===== src/rtl/ram_ctrl_pkg.sv =====
`default_nettype none
// ============================================================================
//  Module     : ram_ctrl_pkg
//  Description: Shared definitions for the RAM sequencer: FSM state encoding,
//               RAM op encoding, default geometry/timing and a helper that
//               sizes the phase timer.
//  Revision   : 1.0 - initial release
// ============================================================================
package ram_ctrl_pkg;

    localparam int DEF_DATA_W     = 8;
    localparam int DEF_ADDR_W     = 3;
    localparam int DEF_SETUP_CYC  = 1;
    localparam int DEF_STROBE_CYC = 2;

    // Same encoding as the RAM op pin.
    localparam logic OP_READ  = 1'b0;
    localparam logic OP_WRITE = 1'b1;

    typedef enum logic [2:0] {
        ST_IDLE    = 3'd0,
        ST_SETUP   = 3'd1,
        ST_STROBE  = 3'd2,
        ST_HOLD    = 3'd3,
        ST_VSETUP  = 3'd4,
        ST_VSTROBE = 3'd5,
        ST_VHOLD   = 3'd6,
        ST_RESP    = 3'd7
    } state_e;

    // Timer is loaded with (cycles-1), so it only needs to hold max(a,b)-1.
    function automatic int timer_width(input int a, input int b);
        int m;
        m = (a > b) ? a : b;
        return (m <= 2) ? 1 : $clog2(m);
    endfunction

endpackage
`default_nettype wire


===== src/rtl/ram_ctrl_if.sv =====
`default_nettype none
// ============================================================================
//  Module     : ram_ctrl_if
//  Description: Bundle of the request/response handshake and the RAM pin
//               bus. The slave modport is the controller; the master modport
//               is its environment (requester plus the RAM output).
//  Ports      : req_valid/req_ready/req_op/req_addr/req_wdata  request
//               rsp_valid/rsp_rdata/rsp_err                    response
//               ram_inp/ram_addr/ram_op/ram_sel/ram_outp       RAM pins
//  Revision   : 1.0 - initial release
// ============================================================================
interface ram_ctrl_if
    import ram_ctrl_pkg::*;
#(
    parameter int DATA_W = DEF_DATA_W,
    parameter int ADDR_W = DEF_ADDR_W
);
    logic              req_valid;
    logic              req_ready;
    logic              req_op;
    logic [ADDR_W-1:0] req_addr;
    logic [DATA_W-1:0] req_wdata;
    logic              rsp_valid;
    logic [DATA_W-1:0] rsp_rdata;
    logic              rsp_err;
    logic [DATA_W-1:0] ram_inp;
    logic [ADDR_W-1:0] ram_addr;
    logic              ram_op;
    logic              ram_sel;
    logic [DATA_W-1:0] ram_outp;

    modport slave (
        input  req_valid, req_op, req_addr, req_wdata, ram_outp,
        output req_ready, rsp_valid, rsp_rdata, rsp_err,
               ram_inp, ram_addr, ram_op, ram_sel
    );

    modport master (
        output req_valid, req_op, req_addr, req_wdata, ram_outp,
        input  req_ready, rsp_valid, rsp_rdata, rsp_err,
               ram_inp, ram_addr, ram_op, ram_sel
    );
endinterface
`default_nettype wire


===== src/rtl/ram_ctrl_timer.sv =====
`default_nettype none
// ============================================================================
//  Module     : ram_ctrl_timer
//  Description: Loadable down-counter used to time the SETUP and STROBE
//               phases. Load (cycles-1) on the edge entering a phase; done_o
//               is high in the last cycle of that phase.
//  Ports      : clk, rst          clock / synchronous active-high reset
//               load_i            load load_val_i on the next edge
//               load_val_i        value to load
//               done_o            counter has reached zero
//  Revision   : 1.0 - initial release
// ============================================================================
module ram_ctrl_timer #(
    parameter int CNT_W = 1
) (
    input  wire logic             clk,
    input  wire logic             rst,
    input  wire logic             load_i,
    input  wire logic [CNT_W-1:0] load_val_i,
    output logic                  done_o
);
    logic [CNT_W-1:0] cnt_q;
    logic [CNT_W-1:0] cnt_d;

    always_comb begin
        cnt_d = cnt_q;
        if (load_i) begin
            cnt_d = load_val_i;
        end else if (cnt_q != '0) begin
            cnt_d = cnt_q - 1'b1;
        end
    end

    always_ff @(posedge clk) begin
        if (rst) begin
            cnt_q <= '0;
        end else begin
            cnt_q <= cnt_d;
        end
    end

    assign done_o = (cnt_q == '0);
endmodule
`default_nettype wire


===== src/rtl/ram_ctrl.sv =====
`default_nettype none
// ============================================================================
//  Module     : ram_ctrl
//  Description: Sequencer in front of an 8x8 latch RAM. Accepts one request
//               at a time on a valid/ready handshake and drives the RAM pins
//               through SETUP -> STROBE -> HOLD, then a one-cycle response.
//               All RAM pins are registered; addr/op/inp are only updated
//               while sel is low and outside HOLD.
//  Options    : WRITE_VERIFY_EN - writes are followed by a read-back of the
//               same address and rsp_err flags a data mismatch.
//  Ports      : clk, rst  clock / synchronous active-high reset
//               bus       ram_ctrl_if.slave (request, response, RAM pins)
//  Revision   : 1.0 - initial release
// ============================================================================
module ram_ctrl
    import ram_ctrl_pkg::*;
#(
    parameter int DATA_W     = DEF_DATA_W,
    parameter int ADDR_W     = DEF_ADDR_W,
    parameter int SETUP_CYC  = DEF_SETUP_CYC,
    parameter int STROBE_CYC = DEF_STROBE_CYC
) (
    input  wire logic clk,
    input  wire logic rst,
    ram_ctrl_if.slave bus
);
    localparam int               CNT_W     = timer_width(SETUP_CYC, STROBE_CYC);
    localparam logic [CNT_W-1:0] SETUP_LD  = CNT_W'(SETUP_CYC - 1);
    localparam logic [CNT_W-1:0] STROBE_LD = CNT_W'(STROBE_CYC - 1);

    state_e            state_q;
    logic              sel_q;
    logic              op_q;
    logic              wr_q;      // original request was a write
    logic [ADDR_W-1:0] addr_q;
    logic [DATA_W-1:0] inp_q;
    logic [DATA_W-1:0] cap_q;     // RAM data sampled on the last strobe cycle
    logic              rsp_valid_q;
    logic [DATA_W-1:0] rsp_rdata_q;
`ifdef WRITE_VERIFY_EN
    logic              rsp_err_q;
`endif

    logic              tmr_load_d;
    logic [CNT_W-1:0]  tmr_val_d;
    logic              tmr_done;

    // Timer loads coincide with the FSM edges that enter a timed phase.
    always_comb begin
        tmr_load_d = 1'b0;
        tmr_val_d  = SETUP_LD;
        case (state_q)
            ST_IDLE: begin
                if (bus.req_valid) begin
                    tmr_load_d = 1'b1;
                    tmr_val_d  = SETUP_LD;
                end
            end
            ST_SETUP: begin
                if (tmr_done) begin
                    tmr_load_d = 1'b1;
                    tmr_val_d  = STROBE_LD;
                end
            end
`ifdef WRITE_VERIFY_EN
            ST_HOLD: begin
                if (wr_q) begin
                    tmr_load_d = 1'b1;
                    tmr_val_d  = SETUP_LD;
                end
            end
            ST_VSETUP: begin
                if (tmr_done) begin
                    tmr_load_d = 1'b1;
                    tmr_val_d  = STROBE_LD;
                end
            end
`endif
            default: ;
        endcase
    end

    ram_ctrl_timer #(
        .CNT_W (CNT_W)
    ) u_timer (
        .clk        (clk),
        .rst        (rst),
        .load_i     (tmr_load_d),
        .load_val_i (tmr_val_d),
        .done_o     (tmr_done)
    );

    always_ff @(posedge clk) begin
        if (rst) begin
            state_q     <= ST_IDLE;
            sel_q       <= 1'b0;
            op_q        <= OP_READ;
            wr_q        <= 1'b0;
            addr_q      <= '0;
            inp_q       <= '0;
            cap_q       <= '0;
            rsp_valid_q <= 1'b0;
            rsp_rdata_q <= '0;
`ifdef WRITE_VERIFY_EN
            rsp_err_q   <= 1'b0;
`endif
        end else begin
            case (state_q)
                ST_IDLE: begin
                    if (bus.req_valid) begin
                        addr_q  <= bus.req_addr;
                        op_q    <= bus.req_op;
                        inp_q   <= bus.req_wdata;
                        wr_q    <= bus.req_op;
                        state_q <= ST_SETUP;
                    end
                end
                ST_SETUP: begin
                    if (tmr_done) begin
                        sel_q   <= 1'b1;
                        state_q <= ST_STROBE;
                    end
                end
                ST_STROBE: begin
                    if (tmr_done) begin
                        sel_q   <= 1'b0;
                        cap_q   <= bus.ram_outp;
                        state_q <= ST_HOLD;
                    end
                end
                ST_HOLD: begin
`ifdef WRITE_VERIFY_EN
                    if (wr_q) begin
                        // Read-back phase: only the op pin changes, sel is low.
                        op_q    <= OP_READ;
                        state_q <= ST_VSETUP;
                    end else begin
                        rsp_valid_q <= 1'b1;
                        rsp_rdata_q <= cap_q;
                        rsp_err_q   <= 1'b0;
                        state_q     <= ST_RESP;
                    end
`else
                    rsp_valid_q <= 1'b1;
                    rsp_rdata_q <= wr_q ? '0 : cap_q;
                    state_q     <= ST_RESP;
`endif
                end
`ifdef WRITE_VERIFY_EN
                ST_VSETUP: begin
                    if (tmr_done) begin
                        sel_q   <= 1'b1;
                        state_q <= ST_VSTROBE;
                    end
                end
                ST_VSTROBE: begin
                    if (tmr_done) begin
                        sel_q   <= 1'b0;
                        cap_q   <= bus.ram_outp;
                        state_q <= ST_VHOLD;
                    end
                end
                ST_VHOLD: begin
                    // inp_q still holds the data that was written.
                    rsp_valid_q <= 1'b1;
                    rsp_rdata_q <= cap_q;
                    rsp_err_q   <= (cap_q != inp_q);
                    state_q     <= ST_RESP;
                end
`endif
                ST_RESP: begin
                    rsp_valid_q <= 1'b0;
                    rsp_rdata_q <= '0;
`ifdef WRITE_VERIFY_EN
                    rsp_err_q   <= 1'b0;
`endif
                    state_q     <= ST_IDLE;
                end
                default: begin
                    sel_q   <= 1'b0;
                    state_q <= ST_IDLE;
                end
            endcase
        end
    end

    assign bus.req_ready = (state_q == ST_IDLE) && !rst;
    assign bus.rsp_valid = rsp_valid_q;
    assign bus.rsp_rdata = rsp_rdata_q;
`ifdef WRITE_VERIFY_EN
    assign bus.rsp_err   = rsp_err_q;
`else
    assign bus.rsp_err   = 1'b0;
`endif
    assign bus.ram_inp   = inp_q;
    assign bus.ram_addr  = addr_q;
    assign bus.ram_op    = op_q;
    assign bus.ram_sel   = sel_q;
endmodule
`default_nettype wire

===== src/flat_wrapper.sv =====
// flat-port wrapper written by rule: the top's interface ports become plain ports
module ram_ctrl_flat import ram_ctrl_pkg::*;
#(
    parameter int DATA_W     = DEF_DATA_W,
    parameter int ADDR_W     = DEF_ADDR_W,
    parameter int SETUP_CYC  = DEF_SETUP_CYC,
    parameter int STROBE_CYC = DEF_STROBE_CYC
)
  (clk, rst, bus_req_valid, bus_req_op, bus_req_addr, bus_req_wdata, bus_ram_outp, bus_req_ready, bus_rsp_valid, bus_rsp_rdata, bus_rsp_err, bus_ram_inp, bus_ram_addr, bus_ram_op, bus_ram_sel);
  ram_ctrl_if #(.DATA_W(DATA_W), .ADDR_W(ADDR_W)) bus_i ();
  input  wire logic clk;
  input  wire logic rst;
  input wire logic [$bits(bus_i.req_valid)-1:0] bus_req_valid;
  input wire logic [$bits(bus_i.req_op)-1:0] bus_req_op;
  input wire logic [$bits(bus_i.req_addr)-1:0] bus_req_addr;
  input wire logic [$bits(bus_i.req_wdata)-1:0] bus_req_wdata;
  input wire logic [$bits(bus_i.ram_outp)-1:0] bus_ram_outp;
  output wire logic [$bits(bus_i.req_ready)-1:0] bus_req_ready;
  output wire logic [$bits(bus_i.rsp_valid)-1:0] bus_rsp_valid;
  output wire logic [$bits(bus_i.rsp_rdata)-1:0] bus_rsp_rdata;
  output wire logic [$bits(bus_i.rsp_err)-1:0] bus_rsp_err;
  output wire logic [$bits(bus_i.ram_inp)-1:0] bus_ram_inp;
  output wire logic [$bits(bus_i.ram_addr)-1:0] bus_ram_addr;
  output wire logic [$bits(bus_i.ram_op)-1:0] bus_ram_op;
  output wire logic [$bits(bus_i.ram_sel)-1:0] bus_ram_sel;
  assign bus_i.req_valid = bus_req_valid;
  assign bus_i.req_op = bus_req_op;
  assign bus_i.req_addr = bus_req_addr;
  assign bus_i.req_wdata = bus_req_wdata;
  assign bus_i.ram_outp = bus_ram_outp;
  assign bus_req_ready = bus_i.req_ready;
  assign bus_rsp_valid = bus_i.rsp_valid;
  assign bus_rsp_rdata = bus_i.rsp_rdata;
  assign bus_rsp_err = bus_i.rsp_err;
  assign bus_ram_inp = bus_i.ram_inp;
  assign bus_ram_addr = bus_i.ram_addr;
  assign bus_ram_op = bus_i.ram_op;
  assign bus_ram_sel = bus_i.ram_sel;
  ram_ctrl #(.DATA_W(DATA_W), .ADDR_W(ADDR_W), .SETUP_CYC(SETUP_CYC), .STROBE_CYC(STROBE_CYC)) u_core (.clk(clk), .rst(rst), .bus(bus_i));
endmodule

===== config.mk =====
export PLATFORM = sky130hd
export DESIGN_NAME = ram_ctrl_flat
export DESIGN_NICKNAME = d
export VERILOG_FILES = /design/src/rtl/ram_ctrl_pkg.sv /design/src/rtl/ram_ctrl_if.sv /design/src/rtl/ram_ctrl_timer.sv /design/src/rtl/ram_ctrl.sv /design/src/flat_wrapper.sv
export SDC_FILE = /design/constraint.sdc
export NUM_CORES = 1
export LEC_CHECK = 0
export BUFFER_PORTS_ARGS = -buffer_cell sky130_fd_sc_hd__buf_2
export CAP_MARGIN = 20
export CORE_MARGIN = 2
export CORE_UTILIZATION = 30
export CTS_BUF_LIST = sky130_fd_sc_hd__clkbuf_8
export DETAILED_ROUTE_END_ITERATION = 8
export REMOVE_ABC_BUFFERS = 1
export SLEW_MARGIN = 20
export SYNTH_ARGS = -nofsm -noshare
export SYNTH_HDL_FRONTEND = slang
export SYNTH_HIERARCHICAL = 1
export SYNTH_SLANG_ARGS = --single-unit

===== constraint.sdc =====
create_clock -name clk -period 1.22 [get_ports clk]
set_input_delay 0 -clock clk [delete_from_list [all_inputs] [get_ports clk]]
set_output_delay 0 -clock clk [all_outputs]
set_load 0.05 [all_outputs]

==> metrics.md <==
| Metric | Value |
|---|---|
| Final GP Congestion | between 0.7 and 0.8 |
| Buffer depth of the longest clock path | 2 |
| Non-Filler Cell Area, Final | 2080 µm² |
| Gr usage total | about 15% |
| Ratio of cells with drive above 1 in the final layout | 46.3% |
| HPWL Detailed | 2050 µm |
| Setup ws final | -74.0 ps |
| Number of H-tree levels | 2 |
| Hold slack final | 138 ps |
| Worst skew pair latency | 280 ps |
| Final ANT Viol Nets | 0 |
| Final setup fails | 13 |
| Die Wd | just under 70 µm |
| Crit path largest cell delay | 620 ps |
| Starting Density | about a third |
| Static leakage | between 0.8 and 0.9 nW |
| Vias | around 1,200 |
| Die H | 69.4 µm |
| # rows | 23 |
| CTS tree | yes |
| Post-Syn Area | between 1000 and 1500 µm² |
| Mux cell area share after synthesis | roughly 6.2% |
| Final worst path period need | between 1000 and 1500 ps |
| Die area | 4810 µm² |
| Type of origin of the critical path | flip-flop |
| Synth cell types | 27 |
| Most used DFF post-synth | dfxtp_1 |
| M1 WL | between 1000 and 1500 µm |
| Core area | approximately 4100 µm² |
| Failing checks | negative setup slack |
| Simple-gate share of the synthesized area | 22.2% |
| DR top layer | met4 |
| Slowest CP cell | or4b_4 |
| Clock-pin slew on the worst setup and hold paths | around 60 ps |
| Post-DR wirelength/cell | ~13 µm |
| Global-route wire length before repair | roughly 5500 µm |
| Setup crit end kind | flip-flop |
| Fmax | about 770 MHz |
| Hold crit path type | in -> reg |
| Unrepaired setup endpoints after global routing | yes |
| Synth Area in Compound Gates | between 10% and 20% |
| Syn Inst Count | between 100 and 150 |
| XOR/XNOR share of the synthesized area | 0% |
| Most frequent cells after synthesis | dfxtp_1, nand2_1, nor2_1, a21oi_1 |
| Post-synth EDFFs | 0 |
| Ys async rst share | 0% |
| Clk sink count | 34 |
| Vias in the first global route | 1,224 |
| Number of remaining DRC errors | 0 |
| Crit path cell chain | or4b_4 > nand2_1 > a21oi_2 |
| Drt total wl | 3470 µm |
| Placed cell area | between 1500 and 2000 µm² |
| DRT iter0 DRCs | 31 |
| Fin Clk Skew | 5.23 ps |
| FF+latch count, synth | 34 |
| Endpoints failing hold | 0 |
| Most frequent cell after synthesis | dfxtp_1 |
| Maxcap violations | 0 |
| I/O pins | 47 |
| Worst setup path class | reg -> reg |
| Root Buffer | clkbuf_8 |
| Largest family of logic cells by synthesized area | simple AND/OR/NAND/NOR gates |
| P&R area growth vs syn | 62.0% |
| NumNets Final | 240 |
| WP data required | 1370 ps |
| Global route overflow | 0 |
| DR WL met2 | 1770 µm |
| Port Buffer Count | between 40 and 50 |
| Drt via density | roughly 4.7 |
| Total CTS buffers | 5 |
| Yosys top cell by area | dfxtp_1 |
| Drt first pass iters | 4 |
| Placed insts | ~240 |
| Sequential area share after synthesis | 53.1% |
| Power per Cell Area | between 1000 and 1500 nW/µm² |
| Syn avg cell area | between 9 and 10 µm² |
| Fill cells | around 380 |
| Status | finished, violations left |
| Fin cells | roughly 270 |
| Arrival @ worst endpoint | approximately 1400 ps |
| Worst Path Max Fanout | 7 |
| Ys Warns | 6 |
| Area share of the largest cell type after synthesis | between 50% and 60% |
| Largest net degree at the start of global routing | 22 |
| Met3 wire length | 174 µm |
| Initial antenna violation count | 0 |
| Synth Area in Adders | 0% |
| Max Transition Viols Final | 0 |
| Synth area leaders | dfxtp_1, nand2_1, mux2i_1 |
| # diodes | 0 |
| Period Utilization, post-route | 106% |
| VDD IR max | just under 0.0007 V |
==> state kept, by name, summed over array words and instances, names as in the netlist <==
| signal | flops |
|---|---|
| u_core/bus.rsp_valid | 1 |
| u_core/bus.ram_sel | 1 |
| u_core/bus.ram_addr | 3 |
| u_core/wr_q | 1 |
| u_core/bus.rsp_rdata | 8 |
| u_core/state_q | 3 |
| u_core/u_timer/cnt_q | 1 |
| u_core/bus.ram_inp | 8 |
| u_core/cap_q | 8 |
==> layer usage <==
metal,track usage (%),up-vias
met5,0,-
met4,6.10,0
met2,25.0,34
li1,-,624
met1,16.5,578
met3,4.51,5
==> worst paths after layout <==
check	start	end	slack (ps)	depth (start not counted)
worst min register to register	u_core/bus.ram_inp[5]$_SDFFE_PP0P_	u_core/bus.ram_inp[5]$_SDFFE_PP0P_	450	2
worst max register to register	u_core/state_q[2]$_SDFFE_PP0P_	u_core/bus.ram_inp[6]$_SDFFE_PP0P_	-70	3
worst max-delay path	u_core/state_q[2]$_SDFFE_PP0P_	u_core/bus.ram_inp[6]$_SDFFE_PP0P_	-70	3
worst min-delay path	rst	u_core/bus.rsp_rdata[6]$_SDFFE_PP0P_	140	2
==> metrics by stage <==
| step | TNS (ps) | power, W | utilization (%) | worst slack, ps |
|---|---|---|---|---|
| 2_1_floorplan | -4320 | 0.00174 | - | -731 |
| 3_3_place_gp | -366 | 0.00201 | 39.9 | -42.7 |
| 3_5_place_dp | -565 | 0.00201 | 39.9 | -57.1 |
| 4_1_cts | -177 | 0.00294 | 48.8 | -59.2 |
| 5_1_grt | -1450 | 0.00314 | 51.2 | -117 |
| 6_report | -416 | 0.00299 | 51.2 | -74.0 |
==> layout by cell type, fill, tap and decap left out, drive strengths merged, types with 2 or more instances in the layout <==
master,synthesis,routed
nor2,16,16
mux2i,8,8
a22oi,8,8
nor3,2,2
or4b,1,2
dfxtp,34,34
dlygate4sd3,0,20
clkbuf,5,6
buf,8,61
inv,2,2
a21oi,14,14
nand2,29,29
==> critical path, delay by kind of cell, from the launching register on <==
family | cells | cell delay [ps]
simple gates | 2 | 750
flops | 1 | 370
compound gates | 1 | 50
==> power breakdown <==
group,leakage [nW],switching [W],internal (W)
sequential,0.279,0.0000730,0.00121
combinational,0.575,0.000518,0.000385
clock,0.0431,0.000366,0.000435
==> logic make-up after synthesis <==
logic type,Yosys count
flip-flops,34
AND/OR/NAND/NOR,58
buffers and inverters,15
multiplexers,8
AO/OA/AOI/OAI,25
other,1
==> area by class of cell <==
| type | count | area (µm²) | share of cell area, % |
|---|---|---|---|
| well taps | 50 | 62.6 | 3.01 |
| repair buffers | 81 | 591 | 28.4 |
| flip-flops and latches | 34 | 692 | 33.3 |
| clock buffers | 6 | 82.6 | 3.98 |
| inverters | 2 | 7.51 | 0.361 |
| multi-input cells | 93 | 642 | 30.9 |
==> what timing repair did <==
action	CTS	global route
gates resized for setup	18	26
endpoints found under the setup margin	19	30
gates cloned	1	0
hold buffers	20	0
buffers inserted	0	1
pin swaps	7	16
hold endpoints to repair	20	0
Power figures use the tool's default switching activity.
